===== config.mk =====
export PLATFORM = sky130hd
export DESIGN_NAME = mac_dot_ctrl
export DESIGN_NICKNAME = d
export VERILOG_FILES = /design/src/rtl/mac_pkg.sv /design/src/rtl/mac_vec_buf.sv /design/src/rtl/mac_dot_ctrl.sv
export SDC_FILE = /design/constraint.sdc
export NUM_CORES = 1
export LEC_CHECK = 0
export BUFFER_PORTS_ARGS = -buffer_cell sky130_fd_sc_hd__buf_2
export CAP_MARGIN = 20
export CELL_PAD_IN_SITES_DETAIL_PLACEMENT = 1
export CELL_PAD_IN_SITES_GLOBAL_PLACEMENT = 1
export CORE_MARGIN = 2
export CORE_UTILIZATION = 44
export CTS_CLUSTER_DIAMETER = 120
export CTS_CLUSTER_SIZE = 16
export DETAILED_ROUTE_END_ITERATION = 10
export HOLD_SLACK_MARGIN = 0.1
export PLACE_DENSITY = 0.84
export SYNTH_ARGS = -nofsm -noshare
export SYNTH_HDL_FRONTEND = slang
export SYNTH_SLANG_ARGS = --single-unit
export TNS_END_PERCENT = 30

===== constraint.sdc =====
create_clock -name clk -period 3 [get_ports clk]
set_input_delay 0.3 -clock clk [delete_from_list [all_inputs] [get_ports clk]]
set_output_delay 0.3 -clock clk [all_outputs]
set_load 0.005 [all_outputs]

===== src/rtl/mac_pkg.sv =====
// Shared types for the dot-product MAC slice: operand/accumulator types and
// the sequencer state encoding.
package mac_pkg;

    localparam int W = 10;

    typedef logic signed [W-1:0]   operand_t;
    typedef logic signed [2*W-1:0] acc_t;

    typedef enum logic [2:0] {
        LOAD,
        CLEAR,
        RUN,
        DRAIN,
        OUT
    } ctrl_state_t;

endpackage


===== src/rtl/mac_vec_buf.sv =====
// N-entry operand buffer: one write port, one registered read port feeding the
// MAC operand inputs directly.
module mac_vec_buf #(
    parameter int N  = 8,
    parameter int W  = 10,
    parameter int AW = $clog2(N)
) (
    input  logic                clk,
    input  logic                reset,
    input  logic                we,
    input  logic [AW-1:0]       waddr,
    input  logic signed [W-1:0] wa,
    input  logic signed [W-1:0] wb,
    input  logic                re,
    input  logic [AW-1:0]       raddr,
    output logic signed [W-1:0] ra,
    output logic signed [W-1:0] rb
);

    logic signed [W-1:0] mem_a [N];
    logic signed [W-1:0] mem_b [N];

    // Storage is never reset; its contents only matter once a full vector is loaded.
    always_ff @(posedge clk) begin
        if (we) begin
            mem_a[waddr] <= wa;
            mem_b[waddr] <= wb;
        end
    end

    always_ff @(posedge clk) begin
        if (reset) begin
            ra <= '0;
            rb <= '0;
        end else if (re) begin
            ra <= mem_a[raddr];
            rb <= mem_b[raddr];
        end
    end

endmodule


===== src/rtl/mac_dot_ctrl.sv =====
// Dot-product sequencer: buffers N operand pairs, clears the MAC, issues the
// pairs back-to-back, counts MAC results and presents the final accumulation.
module mac_dot_ctrl
    import mac_pkg::*;
#(
    parameter int N  = 8,
    parameter int W  = 10,
    parameter int CW = $clog2(N + 1)
) (
    input  logic                  clk,
    input  logic                  reset,
    input  logic signed [W-1:0]   s_a,
    input  logic signed [W-1:0]   s_b,
    input  logic                  s_valid,
    output logic                  s_ready,
    output logic signed [2*W-1:0] m_f,
    output logic                  m_valid,
    input  logic                  m_ready,
    output logic signed [W-1:0]   mac_a,
    output logic signed [W-1:0]   mac_b,
    output logic                  mac_valid_in,
    output logic                  mac_clear,
    input  logic signed [2*W-1:0] mac_f,
    input  logic                  mac_valid_out
);

    localparam int AW = $clog2(N);

    ctrl_state_t   state, next_state;
    logic [CW-1:0] wr_cnt, rd_cnt, vo_cnt;
    logic          last_wr, last_rd, last_vo;
    logic          buf_we, buf_re, vo_en;

    assign last_wr = (wr_cnt == CW'(N - 1));
    assign last_rd = (rd_cnt == CW'(N - 1));
    assign last_vo = (vo_cnt == CW'(N - 1));

    mac_vec_buf #(
        .N  (N),
        .W  (W),
        .AW (AW)
    ) u_buf (
        .clk   (clk),
        .reset (reset),
        .we    (buf_we),
        .waddr (wr_cnt[AW-1:0]),
        .wa    (s_a),
        .wb    (s_b),
        .re    (buf_re),
        .raddr (rd_cnt[AW-1:0]),
        .ra    (mac_a),
        .rb    (mac_b)
    );

    always_ff @(posedge clk) begin
        if (reset) state <= LOAD;
        else       state <= next_state;
    end

    always_comb begin
        next_state = state;
        case (state)
            LOAD:    if (s_valid && last_wr)       next_state = CLEAR;
            CLEAR:                                 next_state = RUN;
            RUN:     if (last_rd)                  next_state = DRAIN;
            DRAIN:   if (mac_valid_out && last_vo) next_state = OUT;
            OUT:     if (m_ready)                  next_state = LOAD;
            default:                               next_state = LOAD;
        endcase
    end

    // Result pulses are only meaningful once issue has started; stray ones
    // left over from an aborted job are dropped outside RUN/DRAIN.
    always_comb begin
        s_ready = (state == LOAD);
        buf_we  = s_valid && (state == LOAD);
        buf_re  = (state == RUN);
        vo_en   = mac_valid_out && ((state == RUN) || (state == DRAIN));
    end

    always_ff @(posedge clk) begin
        if (reset) begin
            wr_cnt       <= '0;
            rd_cnt       <= '0;
            vo_cnt       <= '0;
            m_f          <= '0;
            m_valid      <= 1'b0;
            mac_valid_in <= 1'b0;
            mac_clear    <= 1'b0;
        end else begin
            // Read data lands in mac_a/mac_b on the same edge as this valid.
            mac_valid_in <= (state == RUN);
            mac_clear    <= (state == CLEAR);
            if (buf_we) wr_cnt <= last_wr ? '0 : wr_cnt + CW'(1);
            if (buf_re) rd_cnt <= rd_cnt + CW'(1);
            if (vo_en)  vo_cnt <= vo_cnt + CW'(1);
            if ((state == DRAIN) && mac_valid_out && last_vo) begin
                m_f     <= mac_f;
                m_valid <= 1'b1;
            end
            if ((state == OUT) && m_ready) begin
                m_valid <= 1'b0;
                wr_cnt  <= '0;
                rd_cnt  <= '0;
                vo_cnt  <= '0;
            end
        end
    end

endmodule


==> summary.txt, run 1 <==
Logic synthesis
  – Mapped Nets: 597
  – Sequential area share after synthesis: 0.723
  – Mapped Cells: 549
  – Synth warnings: 0
  – Syn_area_per_cell: approximately 15 um2
  – Netlist Area Pre-Place: 8250 um2
  – Seq cells post-synth: about 220
  – Synth unique cells: 37

Detailed routing
  – DRT antenna net count: 0
  – Average vias per placed instance: 5.58
  – DRC viols: 0
  – Drt pass-1 iters: 4
  – Vias: just over 5k
  – DR iter-0 viols: 264
  – Final WL: ~21 mm
  – Routed wire per std cell: ~23 um

Run
  – Max-Cap Viols: 0

Worst hold path
  – Hold_sp: mac_f[3]
  – Hold path endpoint: m_f[3]
  – HP Class: in2reg
  – Hold Path Depth: 3

CTS
  – Clk Tree Root Cell: clkbuf_16
  – Clk pin slew, worst setup/hold paths: around 0.07 ns
  – Post-CTS Setup Bufs: 0
  – CTS tree: built
  – Clk sinks: approximately 220
  – Htree depth: 1
  – CTS Buffer Depth: 3
  – Latest clock arrival within the worst-skew pair: 0.49 ns
  – Num CTS Buffers: 17

Floorplan
  – Ports: a little under 90
  – Die Ht: 141 um
  – Row cnt: 50
  – Die X: roughly 140 um
  – Initial Util: 0.444
  – Die ar.: 19900 um2
  – Core Box Area: roughly 19000 um2

Layout
  – Fin nets: just over 700
  – Share of cells above drive strength 1: 0.205
  – Area growth syn-to-layout: 19.1%
  – Reg area: a little under 6000 um2
  – Footprint of the multi-input gates: between 2000 and 2500 um2
  – Filler cell count: approximately 1.8k
  – Core Util, Final: 0.529
  – Final cell count without fillers: 920

STA
  – Setup Skew: 0.0145 ns
  – RSZ-0062 raised after global routing: false
  – Final Hold Fails: 0
  – Total negative slack: 0 ns
  – Fmax: ~460 MHz
  – Relative slew slack: 0.324
  – Worst-Margin Slew: 1.01 ns
  – Worst setup margin: about 0.81 ns
  – Fin crit period: about 2.2 ns
  – Final setup viols: 0
  – Period utilisation layout: 0.731
  – Max-slew violations: 0
  – Hold WS: around 0.11 ns

Global route
  – Grt total ovfl: 0
  – Initial antenna violation count: 1
  – First-pass GRT wire length: ~33 mm
  – GRT Util Overall: 0.218
  – Vias in the first global route: approximately 5.8k
  – Largest net degree at the start of global routing: 64

Setup path
  – Flop-to-flop setup slack: roughly 0.81 ns
  – Critical path class: reg2reg
  – R2R Path Start: state[2]
  – Startpoint types: register
  – RR Endpoint: u_buf.mem_a[2][0]
  – Reg2reg path depth: 4
  – CP Capture Type: register
  – CP arrival: ~2.3 ns
  – Critical Path RT: between 3 and 4 ns
  – Crit path max fanout: 20

Place
  – Post-DP HPWL: 12.3 mm
  – IO Port Bufs: 88
  – RD Place Congestion: between 0.7 and 0.8
  – Worst slack at placement: between 0.9 and 1 ns
  – Placed insts: approximately 860

Power and ir drop
  – NetSw: ~1200 uW
  – Max rail drop VDD: 0.000328 V
  – Cell Int Power: 4430 uW
  – Clock share of power: 0.376
  – Logic gate share of total power: 0.034
  – Sw Ratio: 0.206
  – Pleak: around 0.0033 uW
  – Sequential share of power: 0.590
  – Power Density: roughly 570 nW/um2

Run status
  – Outcome: finished, final reports clean
what timing repair did:
action | CTS | global route
hold buffers | 31 | 0
hold endpoints to repair | 105 | 0
setup endpoints to repair | 0 | 0
gates resized for setup | 0 | 0
critical path: stages (launching register included):
cell and delay (ns):
dfxtp_1 0.50, nor4b_4 0.52, nand2b_1 0.29, nor2_2 0.20, buf_4 0.33
state kept, by name, summed over array words and instances, names as in the netlist:
name / count
m_f: 20
m_valid: 1
mac_clear: 1
mac_valid_in: 1
rd_cnt: 4
state: 3
u_buf.mem_a: 80
u_buf.mem_b: 80
u_buf.ra: 10
u_buf.rb: 10
vo_cnt: 4
wr_cnt: 4
layout make-up:
type	count	share of cell area
clock inverters	2	0.00178
repair buffers	137	0.0914
flip-flops and latches	218	0.607
multi-input cells	297	0.221
inverters	1	0.000382
clock buffers	28	0.0475
well taps	234	0.0298
diodes	3	0.000764
power groups by stage:
stage / clock network [uW] / registers [uW] / logic [uW]
global route: 2230 / 3290 / 207
floorplan: 0 / 3360 / 62.7
global placement: 0 / 3360 / 140
detailed placement: 0 / 3360 / 154
finish: 2100 / 3290 / 189
CTS: 2130 / 3290 / 188
placed cells by master, fill, tap and decap left out, types with 2 or more instances in the layout:
master,count
buf_2,88
edfxtp_1,160
xor2_1,5
nand4b_1,2
nor3_1,21
xnor2_1,2
nor2_1,57
clkbuf_1,11
nor2_2,6
mux2i_1,102
ha_1,3
clkbuf_16,17
diode_2,3
a22oi_1,40
dlygate4sd3_1,31
nor3_2,2
a21oi_1,23
nand2b_1,5
nand2_1,8
buf_4,17
nand3_1,2
nor2b_1,2
dfxtp_1,57
logic make-up (layout without fill, tap and decap cells):
family,count (synthesis),count (layout),share of synthesized area
fa+ha+maj,3,3,0.00455
simple gates,117,117,0.0685
mux,102,102,0.124
xor+xnor,7,7,0.00743
compound gates,68,68,0.0546
flops,218,218,0.723
buf+inv,34,168,0.0183
other cells,0,3,0
through the flow:
| stage | power (uW) | cell area (um2) |
|---|---|---|
| 2_1_floorplan | 3420 | 8250 |
| 3_3_place_gp | 3500 | 9030 |
| 3_5_place_dp | 3510 | 9030 |
| 4_1_cts | 5610 | 9820 |
| 5_1_grt | 5730 | 9820 |
| 6_report | 5580 | 9830 |
worst max-delay path by stage:
stage / from / to / slack (ns) / cells after the start
floorplan: state[2] / u_buf.mem_a[0][0] / 0.19 / 4
global placement: state[2] / u_buf.mem_a[0][0] / 1.07 / 4
detailed placement: state[2] / u_buf.mem_a[0][1] / 0.92 / 4
CTS: state[2] / u_buf.mem_a[2][0] / 0.86 / 4
global route: state[2] / u_buf.mem_a[0][1] / 0.65 / 4
finish: state[2] / u_buf.mem_a[2][0] / 0.81 / 4
layer usage:
layer  global-route usage  part of all wire  up-vias
li1                     -                 -     2317
met1                0.259              0.38     2613
met2                0.386              0.54      155
met3               0.0384             0.055       44
met4                0.105             0.033        0
met5                    0                 0        -
cell usage after synthesis, drive strengths merged:
cell | instances | share of area
a31o | 1 | 0.0011
a211oi | 1 | 0.00091
xnor2 | 2 | 0.0021
ha | 3 | 0.0045
a21oi | 23 | 0.014
nand2 | 9 | 0.0044
clkbuf | 17 | 0.0077
nor4 | 1 | 0.00076
nor4b | 2 | 0.0039
inv | 1 | 0.00045
and2 | 1 | 0.00076
o21ai | 1 | 0.00061
nor3b | 1 | 0.0015
a31oi | 1 | 0.00076
or4 | 1 | 0.00091
nor2b | 2 | 0.0015
dfxtp | 58 | 0.14
edfxtp | 160 | 0.58
nor3 | 24 | 0.015
or3b | 1 | 0.0011
buf | 16 | 0.010
a21o | 1 | 0.00091
nand4 | 1 | 0.00076
nand4b | 2 | 0.0021
xor2 | 5 | 0.0053
nand3 | 2 | 0.0012
nor2 | 63 | 0.029
and3b | 1 | 0.0011
mux2i | 102 | 0.12
nand3b | 1 | 0.00091
nand2b | 5 | 0.0038
a22oi | 40 | 0.036
Power figures use the tool's default switching activity.
==> inputs of run 2 (changes only) <==
ABC_AREA = 1   (was unset)
CORE_UTILIZATION = 41   (was 44)
clock period = 1.9 ns   (was 3 ns; I/O delays follow)
==> run 2 against run 1 <==
Effect of this change:
- synthesized cell count increased by 57%
- routed wire length increased by 22%
- first-iteration DRC count increased by 92%
- sequential cell count unchanged
- clock-buffer cell count unchanged
- maximum frequency increased by 18%
==> summary.txt, run 2 <==
Place
  – RD Place Congestion: ~0.74
  – Post-DP HPWL: between 15 and 20 mm
  – IO Port Bufs: between 80 and 90
  – Placed cell areas: ~9600 um2

Layout
  – Most frequent cells in the layout: nand2_1, edfxtp_1, nand3_1
  – Filler cell count: around 2.3k
  – Largest registers: u_buf.mem_a x80, u_buf.mem_b x80, m_f x20
  – Reg area: between 5000 and 6000 um2
  – Design area: about 11000 um2
  – Footprint of the multi-input gates: approximately 2400 um2
  – Share of cells above drive strength 1: 0.170
  – Commonest non-fill, non-tap cell in the layout: nand2_1
  – Diode count: 0
  – Fin nets: approximately 1.1k
  – Area growth syn-to-layout: 23.0%

CTS
  – Htree depth: 1
  – CTS tree: built
  – Num CTS Buffers: 17
  – Latest clock arrival within the worst-skew pair: between 0.5 and 0.6 ns
  – CTS Buffer Depth: 3
  – Clk pin slew, worst setup/hold paths: about 0.07 ns
  – Clk Tree Root Cell: clkbuf_16
  – Clk sinks: about 220

STA
  – Max-slew violations: 0
  – Setup Skew: ~0.023 ns
  – Hold WS: ~0.14 ns
  – Worst-Margin Slew: between 0.7 and 0.8 ns
  – Period utilisation layout: 0.975
  – Fmax: approximately 540 MHz
  – Final Hold Fails: 0
  – Final setup viols: 0
  – Relative slew slack: 0.480
  – Fin crit period: 1.85 ns

Setup path
  – Crit path max fanout: 6
  – CP max stage delay: around 0.33 ns
  – Startpoint types: register
  – CP Capture Type: register
  – Critical Path RT: ~2.1 ns
  – CP arrival: 2.07 ns
  – CP Buf/Inv Count: 4
  – RR Endpoint: u_buf.mem_a[3][6]
  – Flop-to-flop setup slack: a little under 0.05 ns
  – Crit-path cells: inv_2 -> nand2_2 -> nor2_4 -> nand2_4 -> nor2_4 -> inv_2 -> nor3_4 -> buf_12 -> clkbuf_16
  – R2R Path Start: state[0]
  – Critical path class: reg2reg
  – Critical path's slowest cell: dfxtp_1
  – Family with the most delay on the worst path: simple AND/OR/NAND/NOR gates
  – Reg2reg path depth: 9

Floorplan
  – Die X: 150 um
  – Core Box Area: 21000 um2
  – Ports: 89
  – Die Ht: between 100 and 150 um
  – Row cnt: between 50 and 60
  – Die ar.: between 20000 and 25000 um2
  – Initial Util: 0.416

Power and ir drop
  – Total power: around 10000 uW
  – Max rail drop VDD: between 0.0006 and 0.0007 V
  – Pleak: ~0.0042 uW
  – Power Density: 913 nW/um2

Worst hold path
  – HP Class: in2reg
  – Hold_sp: m_ready
  – Hold Path Depth: 4
  – Hold path endpoint: state[2]

Logic synthesis
  – Number of synthesized flops with an enable pin: 160
  – Async set-or-reset flop fraction in the synthesized netlist: 0
  – Syn_area_per_cell: 10.1 um2
  – Netlist Area Pre-Place: 8720 um2
  – Post-synth top flop: edfxtp_1
  – Sequential area share after synthesis: 0.684
  – Top cells by count, synth: nand2_1, edfxtp_1, nand3_1
  – Synth unique cells: 22
  – Mapped Nets: ~910
  – Post-synth top area share: 0.551
  – Synth warnings: 0
  – Most frequent cell after synthesis: nand2_1
  – Post-synth top area cell: edfxtp_1
  – Mapped Cells: 860
  – Largest cells by area after synthesis: edfxtp_1, dfxtp_1, nand2_1, nand3_1, a21oi_1
  – Seq cells post-synth: between 200 and 250

Global route
  – GRT Util Overall: 0.223
  – Largest net degree at the start of global routing: 81
  – First-pass GRT wire length: about 38 mm
  – Vias in the first global route: slightly above 7k
  – Initial antenna violation count: 0
  – Grt total ovfl: 0

Detailed routing
  – DRC viols: 0
  – Vias: around 6.8k
  – Average vias per placed instance: ~5.3
  – Final WL: 26.1 mm
  – Routed wire per std cell: slightly above 20 um
  – DRT antenna net count: 0
  – DR iter-0 viols: 506
  – Drt pass-1 iters: 5

Run
  – Max-Cap Viols: 0

Run status
  – Outcome: finished, final reports clean
run 2: cell type report:
type	count	area share
Clock buffer	28	0.0435
Clock inverter	2	0.00163
Inverter	67	0.0235
Multi-Input combinational cell	528	0.220
Sequential cell	218	0.557
Tap cell	275	0.0321
Timing Repair Buffer	170	0.122
run 2: how the worst max path moves through the flow:
stage / start / to / slack, ns / depth (start not counted)
after floorplan: state[2] / u_buf.mem_a[1][0] / -0.32 / 7
after global placement: state[2] / u_buf.mem_b[6][6] / 0.12 / 8
after detailed placement: state[2] / u_buf.mem_a[5][9] / 0.01 / 8
after CTS: state[2] / u_buf.mem_a[6][7] / 0.002 / 8
after global routing: state[0] / u_buf.mem_b[3][8] / -0.02 / 9
final: state[0] / u_buf.mem_a[3][6] / 0.05 / 9
run 2: through the flow:
step / worst slack, ns / util / instances / TNS (ns)
finish: 0.0483 / 0.512 / 1288 / 0
CTS: 0.00167 / 0.503 / 1276 / 0
global placement: 0.124 / 0.460 / 1204 / 0
global route: -0.0232 / 0.512 / 1288 / -0.224
detailed placement: 0.0113 / 0.460 / 1204 / 0
floorplan: -0.316 / - / 860 / -18.89
run 2: kinds of logic (layout without fill, tap and decap cells):
logic type | Yosys count | in the layout | share of synthesized area
AND/OR/NAND/NOR | 447 | 447 | 0.213
adder cells (fa/ha/maj) | 3 | 3 | 0.00431
buffers and inverters | 114 | 267 | 0.0540
AO/OA/AOI/OAI | 78 | 78 | 0.0448
flip-flops | 218 | 218 | 0.684
run 2: worst min-delay path: stages:
cell and delay [ns]:
buf_2 0.10, inv_1 0.04, nand4_1 0.16, a21oi_1 0.09
run 2: routing by layer:
| metal | vias to the layer above | GRT usage | share of wire |
|---|---|---|---|
| met4 | 0 | 0.0703 | 0.030 |
| met3 | 55 | 0.0293 | 0.051 |
| met2 | 229 | 0.401 | 0.52 |
| li1 | 3143 | - | - |
| met1 | 3399 | 0.277 | 0.40 |
| met5 | - | 0 | 0 |
run 2: timing repair:
action,in CTS,in global routing
pin swaps,0,3
hold buffers,42,0
setup endpoints to repair,10,133
resized for setup,3,14
setup buffers,0,7
hold endpoints to repair,193,0
cloned,0,5
run 2: power by group:
part	total, uW	internal, uW	switching [uW]	leakage (uW)
Clock	3360	1700	1660	0.000231
Sequential	5360	5290	69.7	0.00192
Combinational	1070	369	701	0.00208
Total	9790	7360	2430	0.00424
